[src/rtl/pipe_hazard_ctrl.sv]
// pipe_hazard_ctrl: load-use, redirect and data-memory-wait sequencing for the 5-stage MIPS pipeline
module pipe_hazard_ctrl #(
  parameter int CNT_W    = 16,
  parameter int WAIT_MAX = 64
) (
  input  logic             clk,
  input  logic             rst_n,
  input  logic [5:0]       id_opcode_i,
  input  logic [4:0]       id_rs_i,
  input  logic [4:0]       id_rt_i,
  input  logic             ex_memread_i,
  input  logic [4:0]       ex_rt_i,
  input  logic             ex_branch_i,
  input  logic             ex_zero_i,
  input  logic             id_jump_i,
  input  logic             mem_access_i,
  input  logic             dmem_ready_i,
  output logic             pc_write_o,
  output logic             ifid_write_o,
  output logic             ifid_flush_o,
  output logic             idex_bubble_o,
  output logic             pipe_hold_o,
  output logic             memwb_bubble_o,
  output logic             dmem_req_o,
  output logic             mem_timeout_o,
  output logic [CNT_W-1:0] stall_cnt_o,
  output logic [CNT_W-1:0] flush_cnt_o
);
  localparam int WW = $clog2(WAIT_MAX + 1);
  typedef enum logic {RUN, MEM_WAIT} state_e;
  state_e           state_q;
  logic [WW-1:0]    wcnt_q;
  logic             timeout_q;
  logic [CNT_W-1:0] stall_q, flush_q;
  logic wait_s, limit, rel, frozen, br_d, jmp_d, lu_hit, lu_d;
  // Event decode: a frozen memory access outranks the taken branch, which outranks jump, which outranks load-use
  always_comb begin
    wait_s = state_q == MEM_WAIT;
    limit  = wcnt_q == WW'(WAIT_MAX);
    rel    = wait_s && (dmem_ready_i || limit);
    frozen = wait_s ? !rel : (mem_access_i && !dmem_ready_i);
    br_d   = ex_branch_i && ex_zero_i && !frozen;
    jmp_d  = id_jump_i && !br_d && !frozen;
    lu_hit = ex_memread_i && ex_rt_i != 5'd0 &&
             ((ex_rt_i == id_rs_i && id_opcode_i != 6'd2) ||
              (ex_rt_i == id_rt_i && (id_opcode_i == 6'd0 || id_opcode_i == 6'd4 || id_opcode_i == 6'd43)));
    lu_d   = lu_hit && !br_d && !jmp_d && !frozen;
  end
  // Pipeline controls, all forced low while reset is held
  always_comb begin
    pc_write_o     = rst_n && !frozen && !lu_d;
    ifid_write_o   = rst_n && !frozen && !lu_d && !br_d && !jmp_d ? 1'b1 : rst_n && (br_d || jmp_d);
    ifid_flush_o   = rst_n && (br_d || jmp_d);
    idex_bubble_o  = rst_n && (br_d || lu_d);
    pipe_hold_o    = rst_n && frozen;
    memwb_bubble_o = rst_n && frozen;
    dmem_req_o     = rst_n && (wait_s || mem_access_i);
    mem_timeout_o  = timeout_q;
    stall_cnt_o    = stall_q;
    flush_cnt_o    = flush_q;
  end
  // Wait FSM, sticky timeout flag and saturating performance counters
  always_ff @(posedge clk or negedge rst_n) begin
    if (!rst_n) begin
      state_q   <= RUN;
      wcnt_q    <= '0;
      timeout_q <= 1'b0;
      stall_q   <= '0;
      flush_q   <= '0;
    end else begin
      state_q   <= frozen ? MEM_WAIT : RUN;
      wcnt_q    <= frozen ? wcnt_q + 1'b1 : '0;
      timeout_q <= timeout_q || (wait_s && !dmem_ready_i && limit);
      if ((frozen || lu_d) && !(&stall_q)) stall_q <= stall_q + 1'b1;
      if ((br_d || jmp_d) && !(&flush_q)) flush_q <= flush_q + 1'b1;
    end
  end
endmodule

[config.mk]
export PLATFORM = sky130hd
export DESIGN_NAME = pipe_hazard_ctrl
export DESIGN_NICKNAME = d
export VERILOG_FILES = /design/src/rtl/pipe_hazard_ctrl.sv
export SDC_FILE = /design/constraint.sdc
export NUM_CORES = 1
export LEC_CHECK = 0
export BUFFER_PORTS_ARGS = -buffer_cell sky130_fd_sc_hd__buf_2
export CELL_PAD_IN_SITES_DETAIL_PLACEMENT = 0
export CELL_PAD_IN_SITES_GLOBAL_PLACEMENT = 1
export CORE_UTILIZATION = 40
export CTS_BUF_LIST = sky130_fd_sc_hd__clkbuf_4
export CTS_CLUSTER_SIZE = 16
export DETAILED_ROUTE_END_ITERATION = 10
export PLACE_DENSITY_LB_ADDON = 0.2
export SYNTH_ARGS = -nofsm -noshare
export SYNTH_HDL_FRONTEND = slang
export SYNTH_SLANG_ARGS = --single-unit
[constraint.sdc]
create_clock -name clk -period 2.4 [get_ports clk]
set_input_delay 0 -clock clk [delete_from_list [all_inputs] [get_ports clk]]
set_output_delay 0 -clock clk [all_outputs]
set_load 0.01 [all_outputs]
Yosys cells after proc, flatten, opt, wreduce, memory -nomap -nowiden
Cells that the tools add are included.

Flip-flop bits (word level): 41. Input port bits: 29. Output and inout port bits: 40. Word-level logic and storage cells: 64.

Add/subtract/negate cells: 3. Equality and inequality tests: 6. Muxes and demuxes: 4. Reductions and logical operators: 46.

Operator list (number): $add A16 B1 Y16 const B (2); $reduce_and A16 Y1 (2); $logic_and A1 B1 Y1 (25); $eq A5 B5 Y1 (2); $logic_or A1 B1 Y1 (9); $logic_not A1 Y1 (8); $add A7 B1 Y7 const B (1); $eq A7 B7 Y1 const B (1); $mux W7 (1); $eq A6 B3 Y1 const B (1); $eq A6 B6 Y1 const B (1); $logic_not A6 Y1 (1); $ne A6 B2 Y1 const B (1); $reduce_bool A5 Y1 (1); $mux W1 (3).

Longest topological paths before layout
Depth after elaboration: 18. Mapped depth: 9. Mapped depth without buffers: 8.

Worst setup path before layout
OpenSTA, ideal clock, no wires.

Path type: reg2reg. Start: reg wcnt_q[5]. End: reg stall_q[1] (netlist: stall_cnt_o[1]). Library setup time: 0.125 ns. Arrival: 1.784 ns. Data required time: 2.275 ns. Path slack: 0.491 ns. Cell stages (with the launch flop): 7. Buffers on the path: 0. Period minus slack after synthesis: 1.909 ns. Cells stage by stage: dfrtp_1 > nor4bb_2 > a311o_2 > inv_2 > o31ai_4 > nor2_2 > mux2_4.

Cells in the longest elaborated chain, start to end: 15. Elaborated cells on any way between the ends: 16. Those cells by class: eq/ne (1); mux (1); reduce/logical (14).

Ends and longest elaborated chain: from (decl) (RTL line 32) `logic [WW-1:0] wcnt_q;`; from (signal assigned) (RTL line 72) `wcnt_q <= frozen ? wcnt_q + 1'b1 : '0;`; $eq A7 B7 Y1 (*) (RTL line 39) `limit = wcnt_q == WW'(WAIT_MAX);`; $logic_or A1 B1 Y1 (*) (RTL line 40) `rel = wait_s && (dmem_ready_i || limit);`; $logic_and A1 B1 Y1 (*) (RTL line 40); $logic_not A1 Y1 (*) (RTL line 41) `frozen = wait_s ? !rel : (mem_access_i && !dmem_ready_i);`; $mux W1 (*) (RTL line 41); named net frozen (RTL line 35) `logic wait_s, limit, rel, frozen, br_d, jmp_d, lu_hit, lu_d;`; $logic_not A1 Y1 (RTL line 42, 43, 47); $logic_and A1 B1 Y1 (RTL line 42) `br_d = ex_branch_i && ex_zero_i && !frozen;`; $logic_not A1 Y1 (RTL line 43, 47); $logic_and A1 B1 Y1 (2 in series) (RTL line 43) `jmp_d = id_jump_i && !br_d && !frozen;`; $logic_not A1 Y1 (RTL line 47) `lu_d = lu_hit && !br_d && !jmp_d && !frozen;`; $logic_and A1 B1 Y1 (2 in series) (RTL line 47); $logic_or A1 B1 Y1 (*) (RTL line 74) `if ((frozen || lu_d) && !(&stall_q)) stall_q <= stall_q + 1'b1;`; $logic_and A1 B1 Y1 (*) (RTL line 74); to (signal assigned) (RTL line 74); to (decl) (RTL line 34) `logic [CNT_W-1:0] stall_q, flush_q;`.

The timed path passes the listed nets; every way through them passes the cells marked *. A chain may end at the register's enable or synchronous reset.

Worst setup path after layout
Start: reg state_q. End: out idex_bubble_o.

Cells in the longest elaborated chain, start to end: 13. Elaborated cells on any way between the ends: 14. Those cells by class: mux (1); reduce/logical (13).

Ends and longest elaborated chain: from (decl) (RTL line 31) `state_e state_q;`; from (signal assigned) (RTL line 71) `state_q <= frozen ? MEM_WAIT : RUN;`; $logic_and A1 B1 Y1 (RTL line 40); $logic_not A1 Y1 (RTL line 41); $mux W1 (*) (RTL line 41); $logic_not A1 Y1 (*) (RTL line 42, 43, 47); $logic_and A1 B1 Y1 (RTL line 42); $logic_not A1 Y1 (RTL line 43, 47); $logic_and A1 B1 Y1 (2 in series) (RTL line 43); $logic_not A1 Y1 (RTL line 47); $logic_and A1 B1 Y1 (2 in series) (RTL line 47); $logic_or A1 B1 Y1 (*) (RTL line 54) `idex_bubble_o = rst_n && (br_d || lu_d);`; $logic_and A1 B1 Y1 (*) (RTL line 54); to (decl) (RTL line 21) `output logic idex_bubble_o,`.

Mark *: on every way between the ends. The rest lies on a longest branch, timed or not.

==> impl_metrics.yaml <==
yosys:
  synth_edf_count: 0
  yosysSeqAreaShare_pct: 45.3
  synth_compound_area_share_pct: 5.25
  synth_area_per_cell_sq_um: 10.4
  synth_top_family_by_area: "simple AND/OR/NAND/NOR gates"
  async_reset_ff_share_pct: 100
  ys_top_cells_by_area: "dfrtp_1 (45%), xor2_1 (8.9%), xnor2_1 (7.0%)"
  synth.area.mux_share_pct: 1.16
  synth_cell_types: 46
  synth_cells: 217
  yosysTopAreaCell: "dfrtp_1"
  synth_area_sq_um: 2260
  ys.flop_type: "dfrtp_1"
  synth_fa_ha_area_share_pct: 2.21
  synth_nets: 250
  synthXorXnorAreaFrac_pct: 15.9
  synth_top_area_share_pct: 45.3
  ys_ff_latch: 41
  synthSimpleGateAreaFrac_pct: 27.0
  yosys_warnings: 0
sta:
  setup_ws_ns: 0.180
  slew_headroom_pct: 67.3
  tightest_slew_ns: 0.487
  hold_violations: 0
  rsz0062_at_grt: "false"
  clock_skew_ns: 0.0178
  period_share_pct: 92.5
  setup_violations: 0
  finalMaxSlewViolations: 0
  setup_tns_ns: 0
  period_minus_slack_ns: 2.22
  max_freq_mhz: 450
floorplanning:
  die_h_um: 77.2
  rows: 27
  die-area_sq_um: 5960
  core_sq_um: 5470
  io_pins: 69
  start_util_pct: 41.4
  fp.dieW_um: 77.2
setup_path:
  worstPathArrival_ns: 2.22
  critPathMaxFanout: 11
  critPathSlowestCell: "dfrtp_1"
  crit_path_end_kind: "output port"
  path_cells: "nor4bb_2 -> a311o_2 -> buf_4 -> and2_1 -> nor2_1 -> o21ai_1 -> a211oi_2 -> buf_2"
  cp.required_ns: 2.40
  crit_buf_inv: 2
  critPathTopFamily: "compound AO/OA/AOI/OAI gates"
  critPathKind: "reg -> out"
  critPathLaunchType: "flip-flop"
  critPathMaxStageDelay_ns: 0.40
clock_network:
  cts_made_buffers: 5
  cts-root-buf: "clkbuf_4"
  cts_tree: "yes"
  clk_pin_slew_ns: 0.13
  clock-sinks: 41
  clk_latency_ns: 0.35
  clock_tree.buffer_depth: 2
  h-tree-depth: 2
routing:
  via_count: 1864
  wirelength_um: 4630
  final_antenna_net_count: 0
  vias_per_cell: 5.04
  wl_per_cell_um: 12.5
  initialDrtViolationCount: 82
  first_pass_iters: 4
  drc_errors: 0
place:
  place_inst: 358
  gp_congestion: 0.740
  placed_cell_area_sq_um: 2710
  io_buffers: 68
  dpl.hpwl_um: 3550
  place_ws_ns: 0.308
pwr:
  p_per_area_nw_per_um2: 705
  max-vdd-ir-drop_mv: 0.275
  p_leak_nw: 1.42
  p_total_mw: 2.01
global_routing:
  grt_pass1_vias: 1771
  grtUsageTotal_pct: 17.0
  grt_overflow: 0
  antenna_found_initial: 0
  grt_pass1_wl_um: 7980
  grt_max_degree: 19
finish:
  areaGrowthSynthToFinish_pct: 26.0
  layout_commonest_cell: "buf_2"
  nets: 330
  final_cell_count_no_fill: 370
  diodes: 0
  drive_above_1_share_pct: 33.9
  mostFrequentLayoutCells: "buf_2 (68), dfrtp_1 (41), xor2_1 (23)"
  fin_area_sq_um: 2850
status:
  status: "complete, no violations"
hold_path:
  hold_path.class: "in -> async"
job:
  maxCapViolations: 0
-- layer usage --
| metal | global-route usage, % | part of all wire [%] | vias to the layer above |
|---|---|---|---|
| li1 | - | - | 910 |
| met1 | 21.8 | 46 | 882 |
| met2 | 27.9 | 47 | 65 |
| met3 | 4.05 | 6.0 | 7 |
| met4 | 5.66 | 1.1 | 0 |
| met5 | 0 | 0 | - |
-- final timing paths --
kind | from | endpoint | slack (ns) | depth (start not counted)
hold reg to reg | wcnt_q[0] | wcnt_q[0] | 0.46 | 1
max in group asynchronous | rst_n | flush_cnt_o[13] | 1.77 | 3
min in group clk | mem_access_i | state_q | 0.13 | 4
setup reg to reg | state_q | stall_cnt_o[4] | 0.30 | 8
hold / removal | rst_n | state_q | 0.07 | 2
setup / recovery | state_q | idex_bubble_o | 0.18 | 8
-- where the power goes --
part	internal [mW]	leakage [nW]	switching, mW
Sequential	0.800	0.532	0.133
Combinational	0.249	0.830	0.275
Clock	0.323	0.0552	0.229
-- logic make-up (layout without fill, tap and decap cells) --
family          count (synthesis)  in the layout
fa+ha+maj                       4              4
flops                          41             41
compound gates                 15             15
xor+xnor                       41             41
buf+inv                        13             94
mux                             2              2
simple gates                  101            101
-- cells in the mapped netlist (all sizes together) (4+ instances only) --
cell and number:
nand2 13, nand3 18, xor2 23, o21ai 4, nor3 8, xnor2 18
nand4 4, and2 10, and3 6, dfrtp 41, nor2 22, ha 4
buf 4, nor4 8, inv 8
-- repair_timing --
action	4_1_cts	5_1_grt
hold endpoints to repair	43	0
resized for setup	0	2
endpoints found under the setup margin	0	1
hold buffers	2	0
buffers inserted	0	2
-- layout make-up --
| class | count | area, sq um |
|---|---|---|
| fill | 510 | 2620 |
| multi-input combinational | 163 | 1170 |
| sequential | 41 | 1030 |
| timing repair buffer | 78 | 433 |
| tap | 72 | 90.1 |
| clock inverter | 3 | 65.1 |
| clock buffer | 5 | 37.5 |
| inverter | 8 | 30.0 |
-- flip-flops by register name, indices dropped and copies added (netlist names) --
signal,cells
flush_cnt_o,16
stall_cnt_o,16
wcnt_q,7
mem_timeout_o,1
state_q,1
-- metrics by stage --
stage	hold slack, ns	utilization (%)
after global routing	0.0931	52.1
final	0.0731	52.1
after floorplan	-0.296	-
after global placement	-0.0515	49.5
after detailed placement	-0.0604	49.5
after CTS	0.0846	51.7
Note: power is estimated with default switching activity, not from simulation.
